$ cat config.mk
export PLATFORM = sky130hd
export DESIGN_NAME = sw_pass_scheduler
export DESIGN_NICKNAME = d
export VERILOG_FILES = /design/src/rtl/sw_pass_scheduler_pkg.sv /design/src/rtl/sw_pass_scheduler.sv
export SDC_FILE = /design/constraint.sdc
export NUM_CORES = 1
export LEC_CHECK = 0
export BUFFER_PORTS_ARGS = -buffer_cell sky130_fd_sc_hd__buf_4
export CAP_MARGIN = 20
export CORE_MARGIN = 8
export CORE_UTILIZATION = 35
export CTS_CLUSTER_SIZE = 8
export DETAILED_ROUTE_END_ITERATION = 8
export PLACE_DENSITY_LB_ADDON = 0.08
export SKIP_CTS_REPAIR_TIMING = 1
export SLEW_MARGIN = 20
export SYNTH_ARGS = -nofsm -noshare
export SYNTH_HDL_FRONTEND = slang
export SYNTH_SLANG_ARGS = --single-unit
$ cat constraint.sdc
create_clock -name clk -period 3.5 [get_ports clk]
set_input_delay 0.175 -clock clk [delete_from_list [all_inputs] [get_ports clk]]
set_output_delay 0.175 -clock clk [all_outputs]
set_load 0.05 [all_outputs]
$ cat src/rtl/sw_pass_scheduler_pkg.sv
// Shared sizing constants and FSM state encoding for the query pass scheduler.
package sw_pass_scheduler_pkg;

  localparam int unsigned PE_N       = 64;
  localparam int unsigned PE_N_LOG   = 6;
  localparam int unsigned S_SIZE_LOG = 12;
  localparam int unsigned VB         = 16;

  typedef enum logic [2:0] {
    ST_IDLE   = 3'd0,
    ST_FETCH  = 3'd1,
    ST_WAIT   = 3'd2,
    ST_LAUNCH = 3'd3,
    ST_RUN    = 3'd4,
    ST_DONE   = 3'd5
  } state_e;

endpackage

$ cat src/rtl/sw_pass_scheduler.sv
// Splits a query into PE_N-character passes, sequences S-SRAM fetch and array launch per
// pass, and tracks the running maximum score across passes.
module sw_pass_scheduler
  import sw_pass_scheduler_pkg::*;
#(
  parameter int unsigned PE_N       = sw_pass_scheduler_pkg::PE_N,
  parameter int unsigned PE_N_LOG   = sw_pass_scheduler_pkg::PE_N_LOG,
  parameter int unsigned S_SIZE_LOG = sw_pass_scheduler_pkg::S_SIZE_LOG,
  parameter int unsigned VB         = sw_pass_scheduler_pkg::VB
) (
  input  logic                         clk,
  input  logic                         rst_n,
  input  logic                         i_start,
  input  logic [S_SIZE_LOG-1:0]        i_s_size,
  output logic                         o_busy,
  output logic                         o_done,
  output logic [VB-1:0]                o_score,
  output logic                         o_s_rd_en,
  output logic [S_SIZE_LOG-PE_N_LOG-1:0] o_s_rd_addr,
  input  logic [2*PE_N-1:0]            i_s_rd_data,
  output logic                         o_arr_start,
  output logic [2*PE_N-1:0]            o_arr_s,
  output logic [PE_N_LOG-1:0]          o_arr_s_last,
  output logic                         o_arr_first,
  input  logic                         i_arr_valid,
  input  logic [VB-1:0]                i_arr_result
);

  localparam int unsigned PW = S_SIZE_LOG - PE_N_LOG;
  localparam logic [S_SIZE_LOG-1:0] PE_N_W    = S_SIZE_LOG'(PE_N);
  localparam logic [PE_N_LOG-1:0]   LAST_FULL = PE_N_LOG'(PE_N - 1);

  state_e                  state_q, state_d;
  logic [PW-1:0]           pass_q, pass_d;
  logic [S_SIZE_LOG-1:0]   rem_q, rem_d;
  logic [VB-1:0]           max_q, max_d;
  logic [2*PE_N-1:0]       arr_s_q, arr_s_d;
  logic [PE_N_LOG-1:0]     s_last_q, s_last_d;

  always_ff @(posedge clk or negedge rst_n) begin
    if (!rst_n) begin
      state_q  <= ST_IDLE;
      pass_q   <= '0;
      rem_q    <= '0;
      max_q    <= '0;
      arr_s_q  <= '0;
      s_last_q <= '0;
    end else begin
      state_q  <= state_d;
      pass_q   <= pass_d;
      rem_q    <= rem_d;
      max_q    <= max_d;
      arr_s_q  <= arr_s_d;
      s_last_q <= s_last_d;
    end
  end

  always_comb begin
    state_d  = state_q;
    pass_d   = pass_q;
    rem_d    = rem_q;
    max_d    = max_q;
    arr_s_d  = arr_s_q;
    s_last_d = s_last_q;
    unique case (state_q)
      ST_IDLE: begin
        if (i_start) begin
          rem_d   = i_s_size;
          pass_d  = '0;
          max_d   = '0;
          state_d = (i_s_size == '0) ? ST_DONE : ST_FETCH;
        end
      end
      ST_FETCH: state_d = ST_WAIT;
      ST_WAIT: begin
        arr_s_d  = i_s_rd_data;
        // A partial final pass only enables the low rem PEs.
        s_last_d = (rem_q >= PE_N_W) ? LAST_FULL
                                     : (rem_q[PE_N_LOG-1:0] - PE_N_LOG'(1));
        state_d  = ST_LAUNCH;
      end
      ST_LAUNCH: state_d = ST_RUN;
      ST_RUN: begin
        if (i_arr_valid) begin
          if (i_arr_result > max_q) max_d = i_arr_result;
          if (rem_q <= PE_N_W) begin
            state_d = ST_DONE;
          end else begin
            rem_d   = rem_q - PE_N_W;
            pass_d  = pass_q + PW'(1);
            state_d = ST_FETCH;
          end
        end
      end
      ST_DONE: state_d = ST_IDLE;
      default: state_d = ST_IDLE;
    endcase
  end

  assign o_busy       = (state_q != ST_IDLE);
  assign o_done       = (state_q == ST_DONE);
  assign o_score      = max_q;
  assign o_s_rd_en    = (state_q == ST_FETCH);
  assign o_s_rd_addr  = pass_q;
  assign o_arr_start  = (state_q == ST_LAUNCH);
  assign o_arr_s      = arr_s_q;
  assign o_arr_s_last = s_last_q;
  assign o_arr_first  = (pass_q == '0) &&
                        ((state_q == ST_FETCH) || (state_q == ST_WAIT) ||
                         (state_q == ST_LAUNCH) || (state_q == ST_RUN));

endmodule

### Word-level counts from Yosys, hierarchy flattened

Cells that the tools add are included.

| storage, ports and cells | value |
|---|---|
| register bits | 171 |
| latch bits | 0 |
| memory bits (writable) | 0 |
| ROM bits | 0 |
| bits of input ports | 160 |
| output and inout port bits | 161 |
| memories | 0 |

| cells by class | value |
|---|---|
| $add $sub $neg | 3 |
| multiply operators | 0 |
| divide/modulo/power cells | 0 |
| $lt $le $gt $ge | 3 |
| equal/unequal tests | 9 |
| shift operators | 0 |
| muxes and demuxes | 18 |
| bitwise operators | 0 |
| reductions and logical operators | 12 |

Operators by type and width:

| operator | number |
|---|---|
| $mux W16 | 3 |
| $mux W12 | 3 |
| $pmux W16 S2 | 1 |
| $mux W6 | 4 |
| $pmux W12 S2 | 1 |
| $gt A16 B16 Y1 | 1 |
| $pmux W3 S5 | 1 |
| $ge A12 B7 Y1 const B | 1 |
| $le A12 B7 Y1 const B | 1 |
| $logic_not A12 Y1 | 1 |
| $mux W3 | 4 |
| $pmux W6 S2 | 1 |
| $sub A12 B7 Y12 const B | 1 |
| $ne A2 B2 Y1 const B | 4 |
| $reduce_and A4 Y1 | 2 |
| $add A6 B1 Y6 const B | 1 |
| $eq A3 B2 Y1 const B | 2 |
| $eq A3 B3 Y1 const B | 2 |
| $logic_not A6 Y1 | 1 |
| $sub A6 B1 Y6 const B | 1 |
| $eq A3 B1 Y1 const B | 1 |
| $logic_not A3 Y1 | 1 |
| $logic_or A1 B1 Y1 | 3 |
| $reduce_bool A3 Y1 | 1 |
| other kinds (3) | 3 |

### Logic depth before layout (Yosys ltp)

| logic depth | value |
|---|---|
| depth after elaboration | 5 |
| gate-level depth with buffers | 8 |

### Worst setup path before layout

OpenSTA, ideal clock, no wires.

| timing path | value |
|---|---|
| path type | reg2out |
| from | register pass_q[0] (netlist: o_s_rd_addr[0]) |
| to | output o_arr_first |
| arrival time | 2.537 ns |
| required time | 3.325 ns |
| path slack | 0.788 ns |
| cell stages (with the launch flop) | 5 |
| path buffers | 0 |
| path through | dfrtp_1 -> inv_1 -> ha_1 -> or4b_2 -> nor3_1 |

| on the way | value |
|---|---|
| longest elaborated chain between the ends | 2 |

RTL lines:

| what | line | source |
|---|---|---|
| start, declared | sw_pass_scheduler.sv:34 | `logic [PW-1:0] pass_q, pass_d;` |
| start signal, assigned | sw_pass_scheduler.sv:50 | `pass_q <= pass_d;` |
| $logic_not A6 Y1 | sw_pass_scheduler.sv:108 | `assign o_arr_first = (pass_q == '0) &&` |
| $logic_and A1 B1 Y1 | sw_pass_scheduler.sv:108 |  |
| end, declared | sw_pass_scheduler.sv:24 | `output logic o_arr_first,` |

No other way between the ends.

### Worst setup path after layout

| timing path | value |
|---|---|
| from | input i_arr_result[15] |
| to | register max_q[13] (netlist: o_score[13]) |

| on the way | value |
|---|---|
| longest elaborated chain between the ends | 3 |

RTL lines:

| what | line | source |
|---|---|---|
| start, declared | sw_pass_scheduler.sv:26 | `input logic [VB-1:0] i_arr_result` |
| $gt A16 B16 Y1 | sw_pass_scheduler.sv:85 | `if (i_arr_result > max_q) max_d = i_arr_result;` |
| $ne A2 B2 Y1 (no line) | -- |  |
| $reduce_and A4 Y1 (no line) | -- |  |
| end signal, assigned | sw_pass_scheduler.sv:52 | `max_q <= max_d;` |
| end, declared | sw_pass_scheduler.sv:36 | `logic [VB-1:0] max_q, max_d;` |

No other way between the ends.
A chain may end at the register's enable or synchronous reset.

==> results.txt <==
Outcome: finished, final reports clean
CTS clk-pin slew, worst paths: 0.07 ns
Root buf cell: clkbuf_16
VDD IR max: 0.000519 V
Slew headroom: 48.5%
Kind of critical path: in2reg
Overflow after GRT: 0
Post-synth top area cell: dfrtp_1
#FFs+latches synth: 171
CP most frequent cell: buf_4
Initial DRC Count: 442
Area delta synth->final: 63.5%
Leading cell type in the layout, fill and taps excluded: nand2_1
Mean post-synth cell area: 8.88 um2
CTS tree: done
GPL Wtd Cong: 0.774
DRT antenna net count: 0
H-Tree Depth: 4
Storage cell area: 0.00428 mm2
Final critical-path required period: 2.46 ns
Syn_nets: 1006
DIE HEIGHT: 161 um
R2R depth: 8
Filler cell count: 1854
Num ports: 321
CTS Sinks: 171
CP Cell Sequence: dlygate4sd3_1 > buf_4 > ha_1 > nand4_2 > nor4_2 > o21ai_1 > a31oi_4 > buf_4 > mux2i_1
Initial core utilization: 35.3%
First-pass GRT wire length: 35.7 mm
Startpoint types: input pin
Post-synth EDFFs: 0
Maxcap violations: 0
Slew @ Worst Pin: 0.772 ns
Drt drc: 0
Vias in the first global route: 6314
Max Fanout on Critical Path: 11
Placed Area: 0.0100 mm2
Endpoints failing hold: 0
Area contributors post-synth: dfrtp_1 58%, nand2_1 22%, ha_1 3.6%
Die width: 161 um
Vias: 7065
Antenna violations before repair: 1
Worst R2R Setup Slack: 1.08 ns
Port buffer count: 320
Hold Path End: o_score[11]
Core area: 0.0208 mm2
# rows: 53
Hold depth: 3
Final setup TNS: 0 ns
Clock Skew: 0.0108 ns
Largest net degree at the start of global routing: 82
Vias per cell: 4.52
Post-route cell area: 0.0120 mm2
Ys async rst share: 100%
Area of the die: 0.0258 mm2
Overall Global Routing Usage: 17.5%
Pre-antenna DRT Iters: 7
Final setup vio count: 0
Yosys top cell area share: 58.4%
Worst Path Required: 3.84 ns
Hold_sp: i_arr_result[11]
Cells after Synth: 825
RSZ-0062 raised after global routing: false
Top FF cell, synth: dfrtp_1
Warnings from Yosys: 0
Multi-input gate area: 0.00279 mm2
Crit path arrival time: 2.80 ns
LEAKAGE: 0.00626 uW
Skew-Pair Late Insertion Delay: 0.42 ns
CTS buffer count: 17
Fmax: 407 MHz
DR WL/cell: 15.9 um
Slew Viols, Final: 0
Seq/Total Area, Yosys: 58.4%
Share of cells above drive strength 1: 28.8%
CP endpoint kind: flip-flop
Critical R2R Launch: o_score[15]
WL final: 24.9 mm
Nets@finish: 1454
Classification of the worst-slack hold path: in2reg
Post-synthesis cell type count: 49
Critical R2R Capture: o_score[13]
Clock Path Buffers: 2
Synthesized area: 0.00733 mm2
Most frequent cells in the layout: 431 x nand2_1, 326 x buf_4, 171 x dfrtp_1
Critical-path top delay cell: dlygate4sd3_1
Critical path's largest stage delay: 0.55 ns
Detailed Place HPWL: 17.1 mm
PD cells: 1040 mW/mm2
Final Cycle Share: 70.2%
-- worst max-delay path, delay by kind of cell --
| family | cells | cell delay [ns] |
|---|---|---|
| compound gates | 2 | 0.66 |
| buf+inv | 3 | 0.96 |
| mux | 1 | 0.19 |
| simple gates | 2 | 0.50 |
| fa+ha+maj | 1 | 0.31 |
-- power by group --
part,internal (uW),switching [uW],leakage [uW]
combinational,2070,5020,0.00387
clock,1070,837,0.000277
sequential,2880,547,0.00212
total,6020,6410,0.00626
-- state kept, by name, indices dropped and copies added (netlist names) --
signal,cells
o_arr_s_last,6
state_q,3
o_arr_s,128
rem_q,12
o_s_rd_addr,6
o_score,16
-- per-layer routing --
metal	GRT usage [%]	wire length (um)	vias to the layer above
met4	4.63	288	0
met5	0	0	-
met2	26.6	11700	259
met3	7.09	2090	18
met1	22.6	10800	3289
li1	-	-	3499
-- cell families (layout without fill, tap and decap cells) --
logic type	Yosys count	in the layout	share of synthesized area (%)
flops	171	171	58.4
mux	17	17	2.41
fa+ha+maj	21	21	3.59
compound gates	55	55	4.64
buf+inv	63	524	3.60
other cells	0	1	0
xor+xnor	4	4	0.478
simple gates	494	494	26.9
-- synth_stat cells (3+ instances only) --
cell,n
nand2_1,432
dfrtp_1,171
inv_1,25
a21oi_1,23
nor2_1,23
ha_1,21
clkbuf_1,20
mux2i_1,15
o21ai_0,14
buf_1,12
nand3_1,5
nor3_1,5
and2_1,3
and3_1,3
buf_2,3
nand4_1,3
nor4_1,3
-- layout make-up --
class,instances,share of cell area [%]
Sequential cell,171,35.7
Timing Repair Buffer,467,32.4
Multi-Input combinational cell,591,23.3
Clock buffer,18,3.58
Tap cell,275,2.87
Clock inverter,14,1.33
Inverter,25,0.783
Antenna cell,1,0.0209
-- through the flow --
step / hold WS, ns / setup slack [ns] / cells / utilization, % / power, uW
2_1_floorplan: -0.121 / 0.788 / 825 / - / 8180
3_3_place_gp: 0.284 / 1.12 / 1391 / 48.2 / 10400
3_5_place_dp: 0.284 / 1.05 / 1391 / 48.2 / 10500
4_1_cts: -0.182 / 1.06 / 1423 / 51.1 / 12400
5_1_grt: 0.00116 / 0.829 / 1562 / 57.7 / 13200
6_report: 0.00600 / 1.04 / 1562 / 57.7 / 12400
-- worst max-delay path by stage --
stage | end | start
after floorplan | o_arr_first | o_s_rd_addr[0]
after global placement | o_score[9] | o_score[14]
after detailed placement | o_score[8] | o_score[11]
after CTS | o_score[9] | o_score[15]
after global routing | o_score[9] | o_score[11]
final | o_score[13] | i_arr_result[15]
(Power assumes the default switching activity.)
